**config.mk**
```make
export PLATFORM = sky130hd
export DESIGN_NAME = uart_tx_arbiter
export DESIGN_NICKNAME = d
export VERILOG_FILES = /design/src/rtl/uart_arb_pkg.sv /design/src/rtl/uart_rr_pick.sv /design/src/rtl/uart_tx_arbiter.sv
export SDC_FILE = /design/constraint.sdc
export NUM_CORES = 1
export LEC_CHECK = 0
export CAP_MARGIN = 15
export CORE_MARGIN = 5
export CORE_UTILIZATION = 40
export CTS_CLUSTER_SIZE = 30
export DETAILED_ROUTE_END_ITERATION = 7
export DONT_BUFFER_PORTS = 1
export GPL_ROUTABILITY_DRIVEN = 0
export GPL_TIMING_DRIVEN = 1
export SLEW_MARGIN = 20
export SYNTH_ARGS = -nofsm -noshare
export SYNTH_HDL_FRONTEND = slang
export SYNTH_HIERARCHICAL = 1
export SYNTH_SLANG_ARGS = --single-unit
```
**constraint.sdc**
```tcl
create_clock -name clock -period 1.8 [get_ports clock]
set_clock_uncertainty 0.1 [all_clocks]
set_input_delay 0.36 -clock clock [delete_from_list [all_inputs] [get_ports clock]]
set_output_delay 0.36 -clock clock [all_outputs]
set_load 0.005 [all_outputs]
```
**src/rtl/uart_arb_pkg.sv**
```systemverilog
// Shared types and width helpers for the UART transmit arbiter.
// Latency: n/a (types and constant functions only).
// Backpressure: n/a.
package uart_arb_pkg;

    typedef enum logic [2:0] {
        IDLE,
        HOLD,
        START,
        WAIT_BUSY,
        WAIT_DONE
    } state_t;

    // Requester index width; a single requester still needs one bit.
    function automatic int req_idx_w(input int num_req);
        return (num_req > 1) ? $clog2(num_req) : 1;
    endfunction

    // Byte counter holds 0..MAX_BURST inclusive.
    function automatic int cnt_w(input int max_burst);
        return $clog2(max_burst + 1);
    endfunction

    // Start timer counts 0..START_TIMEOUT-1.
    function automatic int tmr_w(input int start_timeout);
        return (start_timeout > 1) ? $clog2(start_timeout) : 1;
    endfunction

endpackage

```
**src/rtl/uart_rr_pick.sv**
```systemverilog
// Rotating-priority encoder: first set request after i_last, wrapping around.
// Latency: purely combinational.
// Backpressure: none; o_any is low when no request is set.
//   i_req  : request vector
//   i_last : index granted most recently (lowest priority this round)
//   o_pick : winning index, o_any : at least one request set
module uart_rr_pick #(
    parameter int N     = 4,
    parameter int IDX_W = 2
) (
    input  logic [N-1:0]     i_req,
    input  logic [IDX_W-1:0] i_last,
    output logic [IDX_W-1:0] o_pick,
    output logic             o_any
);

    int               w_k;
    logic [IDX_W-1:0] w_idx;

    // Walk offsets from farthest to nearest so the nearest set bit after
    // i_last overwrites any earlier candidate.
    always_comb begin
        o_pick = '0;
        o_any  = 1'b0;
        w_k    = 0;
        w_idx  = '0;
        for (int off = N; off >= 1; off--) begin
            w_k   = (int'(i_last) + off) % N;
            w_idx = IDX_W'(w_k);
            if (i_req[w_idx]) begin
                o_pick = w_idx;
                o_any  = 1'b1;
            end
        end
    end

endmodule

```
**src/rtl/uart_tx_arbiter.sv**
```systemverilog
// Shares one UART transmitter between NUM_REQ byte streams, round-robin per message.
// Latency: grant 1 cycle after request; new_tx_data 1 cycle after each byte transfer.
// Backpressure: req_ready only for the owner in HOLD; one byte in flight, paced on tx_busy.
//   clock/reset        : clock, synchronous active-low reset
//   req_valid/data/last: per-requester byte stream, req_ready accepts a byte
//   tx_data/new_tx_data: byte and start pulse to the UART, tx_busy back from it
//   grant              : one-hot owner, tx_err: sticky start-timeout flag
module uart_tx_arbiter
    import uart_arb_pkg::*;
#(
    parameter int NUM_REQ       = 4,
    parameter int MAX_BURST     = 16,
    parameter int START_TIMEOUT = 4
) (
    input  logic                 clock,
    input  logic                 reset,
    input  logic [NUM_REQ-1:0]   req_valid,
    input  logic [8*NUM_REQ-1:0] req_data,
    input  logic [NUM_REQ-1:0]   req_last,
    output logic [NUM_REQ-1:0]   req_ready,
    output logic [7:0]           tx_data,
    output logic                 new_tx_data,
    input  logic                 tx_busy,
    output logic [NUM_REQ-1:0]   grant,
    output logic                 tx_err
);

    localparam int IDX_W = req_idx_w(NUM_REQ);
    localparam int CNT_W = cnt_w(MAX_BURST);
    localparam int TMR_W = tmr_w(START_TIMEOUT);

    localparam logic [CNT_W-1:0] CNT_MAX = CNT_W'(MAX_BURST);
    // Timer value on the edge where it steps to START_TIMEOUT-1.
    localparam logic [TMR_W-1:0] TMR_ERR = TMR_W'(START_TIMEOUT - 2);

    state_t             r_state;
    logic [NUM_REQ-1:0] r_grant;
    logic [IDX_W-1:0]   r_last_grant;
    logic [CNT_W-1:0]   r_cnt;
    logic [TMR_W-1:0]   r_tmr;
    logic               r_last;
    logic [7:0]         r_tx_data;
    logic               r_new;
    logic               r_err;

    logic [IDX_W-1:0]   w_pick;
    logic               w_any;
    logic               w_own_vld;
    logic               w_own_last;
    logic [7:0]         w_own_dat;

    uart_rr_pick #(
        .N     (NUM_REQ),
        .IDX_W (IDX_W)
    ) u_pick (
        .i_req  (req_valid),
        .i_last (r_last_grant),
        .o_pick (w_pick),
        .o_any  (w_any)
    );

    // While granted, r_last_grant is the current owner's index.
    assign w_own_vld  = req_valid[r_last_grant];
    assign w_own_last = req_last[r_last_grant];
    assign w_own_dat  = req_data[{r_last_grant, 3'b000} +: 8];

    always_comb begin
        req_ready = '0;
        if (r_state == HOLD) begin
            req_ready = r_grant & req_valid;
        end
    end

    always_ff @(posedge clock) begin
        if (!reset) begin
            r_state      <= IDLE;
            r_grant      <= '0;
            r_last_grant <= IDX_W'(NUM_REQ - 1);
            r_cnt        <= '0;
            r_tmr        <= '0;
            r_last       <= 1'b0;
            r_tx_data    <= '0;
            r_new        <= 1'b0;
            r_err        <= 1'b0;
        end else begin
            r_new <= 1'b0;
            case (r_state)
                IDLE: begin
                    if (w_any) begin
                        r_grant      <= {{(NUM_REQ-1){1'b0}}, 1'b1} << w_pick;
                        r_last_grant <= w_pick;
                        r_cnt        <= '0;
                        r_state      <= HOLD;
                    end
                end
                HOLD: begin
                    // An idle owner keeps the grant; messages are never split
                    // except by the burst limit.
                    if (w_own_vld) begin
                        r_tx_data <= w_own_dat;
                        r_last    <= w_own_last;
                        r_cnt     <= r_cnt + 1'b1;
                        r_new     <= 1'b1;
                        r_state   <= START;
                    end
                end
                START: begin
                    r_tmr   <= '0;
                    r_state <= WAIT_BUSY;
                end
                WAIT_BUSY: begin
                    if (tx_busy) begin
                        r_state <= WAIT_DONE;
                    end else begin
                        r_tmr <= r_tmr + 1'b1;
                        if (r_tmr == TMR_ERR) begin
                            r_err   <= 1'b1;
                            r_state <= WAIT_DONE;
                        end
                    end
                end
                WAIT_DONE: begin
                    if (!tx_busy) begin
                        if (r_last || (r_cnt == CNT_MAX)) begin
                            r_grant <= '0;
                            r_state <= IDLE;
                        end else begin
                            r_state <= HOLD;
                        end
                    end
                end
                default: r_state <= IDLE;
            endcase
        end
    end

    assign grant       = r_grant;
    assign tx_data     = r_tx_data;
    assign new_tx_data = r_new;
    assign tx_err      = r_err;

endmodule

```
## After elaboration in Yosys (flattened, before gate mapping)

Cells that the tools add are included.

- Flip-flop bits (word level): 27
- Bits of input ports: 43
- Output and inout bits: 18

- Add/subtract/negate cells: 6
- Order comparisons: 5
- Eq/ne operators: 12
- Shifts and indexed selects: 2
- Mux-type cells: 38
- Bitwise operators: 2
- Reduce and logical (&&, ||, !) cells: 13

Operators with widths:

| cell | count |
|---|---|
| $shiftx 32x6->8 | 1 |
| $mux 4 | 4 |
| $lt 2x3->1 const B | 5 |
| $mux 3 | 5 |
| $pmux 3 s5 | 1 |
| $bmux 1 s2 | 6 |
| $mux 1 | 12 |
| $mux 2 | 5 |
| $mux 5 | 2 |
| $pmux 5 s2 | 1 |
| $ne 2x2->1 const B | 4 |
| $pmux 4 s2 | 1 |
| $reduce_and 2->1 | 4 |
| $reduce_and 4->1 | 2 |
| $add 2x1->2 const B | 3 |
| $eq 3x2->1 const B | 2 |
| $reduce_and 3->1 | 2 |
| $reduce_bool 2->1 | 3 |
| $add 5x1->5 const B | 1 |
| $eq 5x5->1 const B | 1 |
| $add 2x2->2 const B | 2 |
| $and 4x4->4 | 1 |
| $pmux 2 s2 | 1 |
| $shl 1x2->4 const A | 1 |
| 8 further kinds | 8 |

## Depth between registers and ports, before layout

Gate-level depths: netlist of the first run.

- Depth in word-level cells: 10
- Mapped depth: 7

## By module

The synthesis of the first run kept the hierarchy.

Modules (own cells, without submodules):

| module | instances | cells an instance | area each (um2) |
|---|---|---|---|
| uart_tx_arbiter | 1 | 157 | 1496.4 |
| uart_rr_pick | 1 | 14 | 91.3 |

## Worst setup path after synthesis of the first run

Ideal clock, no wire load.

- Path kind: register to register
- From: register r_last_grant[0]
- To: register r_cnt[0]
- Library setup time: 0.115 ns
- Arrival time: 1.478 ns
- Setup slack: 0.106 ns
- Stages on the path, launching flop included: 5
- Clock period less this slack: 1.694 ns
- Cell sequence: dfxtp_1 mux4_2 and2_4 buf_6 a31o_1

- Longest elaborated chain between the ends: 9
- Elaborated cells between the ends (all ways): 21
- Classes of those cells: add/sub: 4; eq/ne: 2; mux: 14; reduce/logical: 1

Ends and longest elaborated chain:

| item | RTL line | text |
|---|---|---|
| start: declaration | uart_tx_arbiter.sv:38 | `logic [IDX_W-1:0] r_last_grant;` |
| start signal: assignment | uart_tx_arbiter.sv:78 | `r_last_grant <= IDX_W'(NUM_REQ - 1);` |
| start signal: assignment | uart_tx_arbiter.sv:91 | `r_last_grant <= w_pick;` |
| $add 2x1->2 | uart_rr_pick.sv:28 | `w_k = (int'(i_last) + off) % N;` |
| $bmux 1 s2 | uart_rr_pick.sv:30 | `if (i_req[w_idx]) begin` |
| $mux 1 (implied by the code) | uart_rr_pick.sv:30 |  |
| $mux 1 (4 in a row) | uart_rr_pick.sv:30 |  |
| $ne 2x1->1 (no line) | -- |  |
| $reduce_and 3->1 (no line) (*) | -- |  |
| end signal: assignment | uart_tx_arbiter.sv:102 | `r_cnt <= r_cnt + 1'b1;` |
| end: declaration | uart_tx_arbiter.sv:39 | `logic [CNT_W-1:0] r_cnt;` |

Every way passes the cells marked *; elsewhere a longest branch is shown, timed or not. The select of a mux whose other input is x is not followed.
A chain may end at the register's enable or synchronous reset.

## Final worst setup path of the first run

Ends and elaborated chain as after synthesis.

==> impl_metrics.tcl, run 1 <==
set metrics [dict create \
    drc 0 \
    crit_path_start_kind "flip-flop" \
    critical_path.cell_chain "mux4_2 > a21oi_2 > and3_1 > a31o_1" \
    drt-total-wl_um 3680 \
    fin_util_pct 43.8 \
    clock_sinks 27 \
    worstMarginPinSlew_ns 0.327 \
    cts_tree "built" \
    placedInstanceArea_sq_um 1650 \
    pin_count 61 \
    drive_gt1_share_pct 18.5 \
    setup_slack_ns 0.129 \
    yosys_warnings 6 \
    clk_path_buf_depth 2 \
    post_drt_wl_per_cell_um 16.5 \
    hold_viol 0 \
    final_antenna_net_count 0 \
    drtIter0Drc 60 \
    maxCapViolCount 0 \
    crit_buf_inv 0 \
    place_ws_ns 0.110 \
    fin_crit_ns 1.67 \
    setup-violations-final 0 \
    pwr-share-seq_pct 47.3 \
    synth_fp_nets 217 \
    start_util_pct 40.6 \
    htreeDepth 1 \
    coreArea_sq_um 3910 \
    crit_family "multiplexers" \
    synth_area_per_cell_sq_um 9.29 \
    cts_hold_buffers 0 \
    use_met1_pct 16.6 \
    cp.depth 4 \
    power_frac_comb_pct 29.4 \
    ys.flop_type "dfxtp_1" \
    ys_seq_elements 27 \
    synth_cells 171 \
    crit_type "flip-flop to flip-flop" \
    clkPwrFrac_pct 23.4 \
    grt_overflow 0 \
    holdPathEnd "r_last_grant[1]$_SDFFE_PN1P_" \
    end_kind "flip-flop" \
    finalCritPeriodShare_pct 92.8 \
    dp_hpwl_um 2840 \
    cp.required_ns 1.93 \
    yosys.area.top_type "dfxtp_1" \
    drv_slew 0 \
    rr_worst_depth 4 \
    grt_pass1_vias 1398 \
    whs_ns 0.0528 \
    r2r_setup_slack_ns 0.13 \
    grt_use_met3_pct 5.51 \
    power.switching_uw 463 \
    syn_area_sq_um 1590 \
    layout.nets 220 \
    cp_slowest_cell "mux4_2" \
    portBuffers 0 \
    stdcell_count 223 \
    p_leak_nw 0.644 \
    synth.top_cells.by_area "dfxtp_1, mux4_2, nand2_1" \
    setup_tns_ns 0 \
    status "finished clean" \
    p_int_mw 1.03 \
    seq_area_frac_synth_pct 34.0 \
    clk_pin_slew_ns 0.09 \
    area_delta_synth_final_pct 7.96 \
    worstPathArrival_ns 1.80 \
    n_antenna_cell 0 \
    grt_use_met2_pct 24.1 \
    holdCritPathClass "input pin to flip-flop" \
    grt_antenna_before_repair 0 \
    die_area_sq_um 5330 \
    synth.top_cell.area_share_pct 34.0 \
    cp_max_fo 6 \
    synth_cell_types 43 \
    cts_made_buffers 3 \
    vias 1305 \
    insertion_delay_ns 0.27 \
    p_per_area_nw_per_um2 874 \
    r2r_start "r_last_grant[0]$_SDFFE_PN1P_" \
    min_from "reset" \
    critPathMaxStageDelay_ns 0.60 \
    first_pass_iters 4 \
    slew_headroom_pct 78.2 \
    fin_area_sq_um 1710 \
    rows 23 \
    synth-edff-count 0 \
    reg2reg_to "r_cnt[0]$_SDFFE_PN0P_" \
    numPlacedInstances 218 \
    die_width_um 73.0 \
    holdPathStages 1 \
    die_h_um 73.0 \
    fmax_mhz 599 \
    p_sw_share_pct 30.9 \
    rsz0062_at_grt "no" \
    totalPowerFinal_mw 1.50 \
    root_buffer "clkbuf_8" \
    final_cell_mix "nand2_1, dfxtp_1, inv_1, mux4_2, a21boi_0" \
    grt.busiest_layer "met2" \
    grt_use_total_pct 14.8 \
    synthArstFlopShare_pct 0 \
    via_per_inst 5.85 \
    ir_drop_uv 316 \
    grt_max_degree 32 \
    grt_pass1_wl_um 6170 \
]
-- worst register-to-register path, cell delays in order, from the launching register on --
cell and delay, ns:
dfxtp_1 0.36, mux4_2 0.60, a21oi_2 0.27, and3_1 0.20
a31o_1 0.09
-- cells in the mapped netlist (3+ instances only) --
library cell / n
a21oi_1: 5
a31oi_1: 3
nand3b_1: 3
inv_1: 11
mux4_2: 10
nor2b_1: 6
nor2_1: 7
nand2_1: 27
and3_1: 5
nand3_1: 5
nand2b_1: 5
dfxtp_1: 27
ha_1: 3
clkbuf_1: 4
buf_2: 4
a21boi_0: 9
o21ai_0: 4
-- how the worst max path moves through the flow --
stage / startpoint / end
after floorplan: r_last_grant[0]$_SDFFE_PN1P_ / r_cnt[0]$_SDFFE_PN0P_
after global placement: r_last_grant[0]$_SDFFE_PN1P_ / r_cnt[2]$_SDFFE_PN0P_
after detailed placement: r_state[2]$_SDFFE_PN0P_ / r_cnt[3]$_SDFFE_PN0P_
after CTS: r_cnt[0]$_SDFFE_PN0P_ / grant[0]$_SDFFE_PN0P_
after global routing: r_cnt[0]$_SDFFE_PN0P_ / grant[2]$_SDFFE_PN0P_
final: r_last_grant[0]$_SDFFE_PN1P_ / r_cnt[0]$_SDFFE_PN0P_
-- power groups by stage --
stage	registers, mW	clock network, mW	logic, mW
4_1_cts	0.710	0.361	0.440
3_3_place_gp	0.721	0	0.417
2_1_floorplan	0.706	0	0.367
3_5_place_dp	0.723	0	0.432
5_1_grt	0.718	0.397	0.488
6_report	0.708	0.350	0.440
-- area by class of cell --
type | count | area, sq um
Clock buffer | 4 | 45.0
Fill cell | 403 | 2200
Inverter | 11 | 41.3
Multi-Input combinational cell | 123 | 965
Sequential cell | 27 | 541
Tap cell | 50 | 62.6
Timing Repair Buffer | 8 | 60.1
-- sequential cells by signal (all words and copies together), names as in the netlist --
name          cells
r_state           3
new_tx_data       1
tx_data           8
r_cnt             5
r_last_grant      2
tx_err            1
r_tmr             2
r_last            1
grant             4
-- timing repair --
action	CTS	global route
hold endpoints to repair	0	0
gates resized for setup	0	2
pin swaps	1	0
setup buffers	1	0
endpoints found under the setup margin	4	4
-- logic make-up after synthesis --
| logic type | synth area share (%) |
|---|---|
| buffers and inverters | 5.99 |
| and+or+nand+nor | 24.3 |
| AOI/OAI and AO/OA | 17.9 |
| DFF | 34.0 |
| adders and majority gates | 2.36 |
| muxes | 15.4 |
-- layer usage --
layer  wire length (um)  share of wire, %
met1               1510                41
met2               1700                46
met3                397                11
met4                 76               2.1
met5                  0                 0
(Power assumes the default switching activity.)
==> run 2, diff against run 1 <==
Settings changed: PLACE_DENSITY_LB_ADDON from default to 0.2.
==> run 2 against run 1 <==
Sequential power barely moved. Cell area rose by 0.51%. Clock power fell by 2%. Worst setup slack got worse by 0.015 ns. Non-clock buffer count did not move. Critical endpoint is now grant[3]$_SDFFE_PN0P_. Highest routed layer unchanged.
==> impl_metrics.tcl, run 2 (synthesis gave the netlist of run 1 again) <==
set metrics [dict create \
    insertion_delay_ns 0.27 \
    grt_antenna_before_repair 0 \
    drt-total-wl_um 3580 \
    drc 0 \
    cts_tree "built" \
    pin_count 61 \
    fin_crit_ns 1.69 \
    setup_slack_ns 0.114 \
    crit_family "simple AND/OR/NAND/NOR gates" \
    setup_tns_ns 0 \
    die_h_um 73.0 \
    cp.required_ns 1.89 \
    coreArea_sq_um 3910 \
    grt_pass1_wl_um 5710 \
    cp_slowest_cell "dfxtp_1" \
    vias 1290 \
    drtIter0Drc 46 \
    n_antenna_cell 0 \
    layout.nets 220 \
    p_leak_nw 0.648 \
    start_util_pct 40.6 \
    crit_type "flip-flop to flip-flop" \
    grt_use_total_pct 13.4 \
    cp_max_fo 9 \
    stdcell_count 223 \
    fmax_mhz 593 \
    final_cell_mix "nand2_1, dfxtp_1, inv_1, mux4_2, a21boi_0" \
    path_common_cell "buf_4" \
    critical_path.cell_chain "buf_4 > nor4b_4 > buf_4 > nand3_1 > o22ai_1" \
    status "finished clean" \
    portBuffers 0 \
    via_per_inst 5.78 \
    grt_pass1_vias 1251 \
    largest_register_ffs 8 \
    numPlacedInstances 218 \
    crit_path_start_kind "flip-flop" \
    clock_sinks 27 \
    end_kind "flip-flop" \
    worstMarginPinSlew_ns 0.320 \
    num-fill-cells 396 \
    rows 23 \
    ir_drop_uv 460 \
    finalCritPeriodShare_pct 93.7 \
    critPathMaxStageDelay_ns 0.41 \
    htreeDepth 1 \
    maxCapViolCount 0 \
    final_antenna_net_count 0 \
    hold_viol 0 \
    crit_buf_inv 2 \
    setup-violations-final 0 \
    dp_hpwl_um 2680 \
    die_width_um 73.0 \
    worstPathArrival_ns 1.77 \
    drive_gt1_share_pct 19.1 \
    p_per_area_nw_per_um2 871 \
    grt_max_degree 32 \
    area_delta_synth_final_pct 8.51 \
    place_ws_ns 0.0945 \
    slew_headroom_pct 78.6 \
    grt_overflow 0 \
    clk_pin_slew_ns 0.09 \
    cts_made_buffers 3 \
    first_pass_iters 6 \
    drv_slew 0 \
    clk_path_buf_depth 2 \
    holdCritPathClass "input pin to flip-flop" \
    die_area_sq_um 5330 \
    root_buffer "clkbuf_8" \
    post_drt_wl_per_cell_um 16.0 \
    totalPowerFinal_mw 1.50 \
]
[run 2: area by class of cell]
class                      count  area [sq um]  share of cell area [%]
clock inverter                 1          5.00                   0.290
inverter                      11          41.3                    2.40
clock buffer                   3          41.3                    2.40
sequential                    27           541                    31.4
multi-input combinational    123           972                    56.4
tap                           50          62.6                    3.63
timing repair buffer           8          60.1                    3.49
[run 2: power breakdown]
group	internal [mW]	total [mW]	switching [mW]
registers	0.655	0.708	0.0527
clock network	0.155	0.342	0.187
logic	0.225	0.451	0.226
[run 2: per-layer routing]
layer | part of all wire (%) | GRT usage [%] | vias up | routed length [um]
met1 | 42 | 16.2 | 627 | 1490
met4 | 1.6 | 5.33 | 0 | 57
met2 | 53 | 22.5 | 32 | 1880
met5 | 0 | 0 | - | 0
li1 | - | - | 625 | -
met3 | 4.3 | 3.17 | 6 | 153
[run 2: per-stage QoR]
stage	util [%]	hold slack, ns	instance area [sq um]
finish	44.0	0.0557	1720
global route	44.0	0.0455	1720
CTS	43.5	0.0467	1700
detailed placement	42.1	0.332	1650
global placement	42.1	0.327	1650
floorplan	-	0.354	1590
[run 2: path summary, 6_finish.rpt]
path,from,to,slack (ns),cells after the start
worst max-delay path,r_state[2]$_SDFFE_PN0P_,grant[3]$_SDFFE_PN0P_,0.11,5
worst min-delay path,reset,r_last_grant[0]$_SDFFE_PN1P_,0.06,1
worst max register to register,r_state[2]$_SDFFE_PN0P_,grant[3]$_SDFFE_PN0P_,0.11,5
worst min register to register,tx_data[7]$_SDFFE_PN0P_,tx_data[7]$_SDFFE_PN0P_,0.39,2
[run 2: what timing repair did]
item / in CTS / in global routing
setup buffers: 1 / 0
endpoints found under the hold margin: 0 / 0
gates cloned: 0 / 0
resized for setup: 0 / 3
hold buffers: 0 / 0
pin swaps: 1 / 0
setup endpoints to repair: 4 / 5
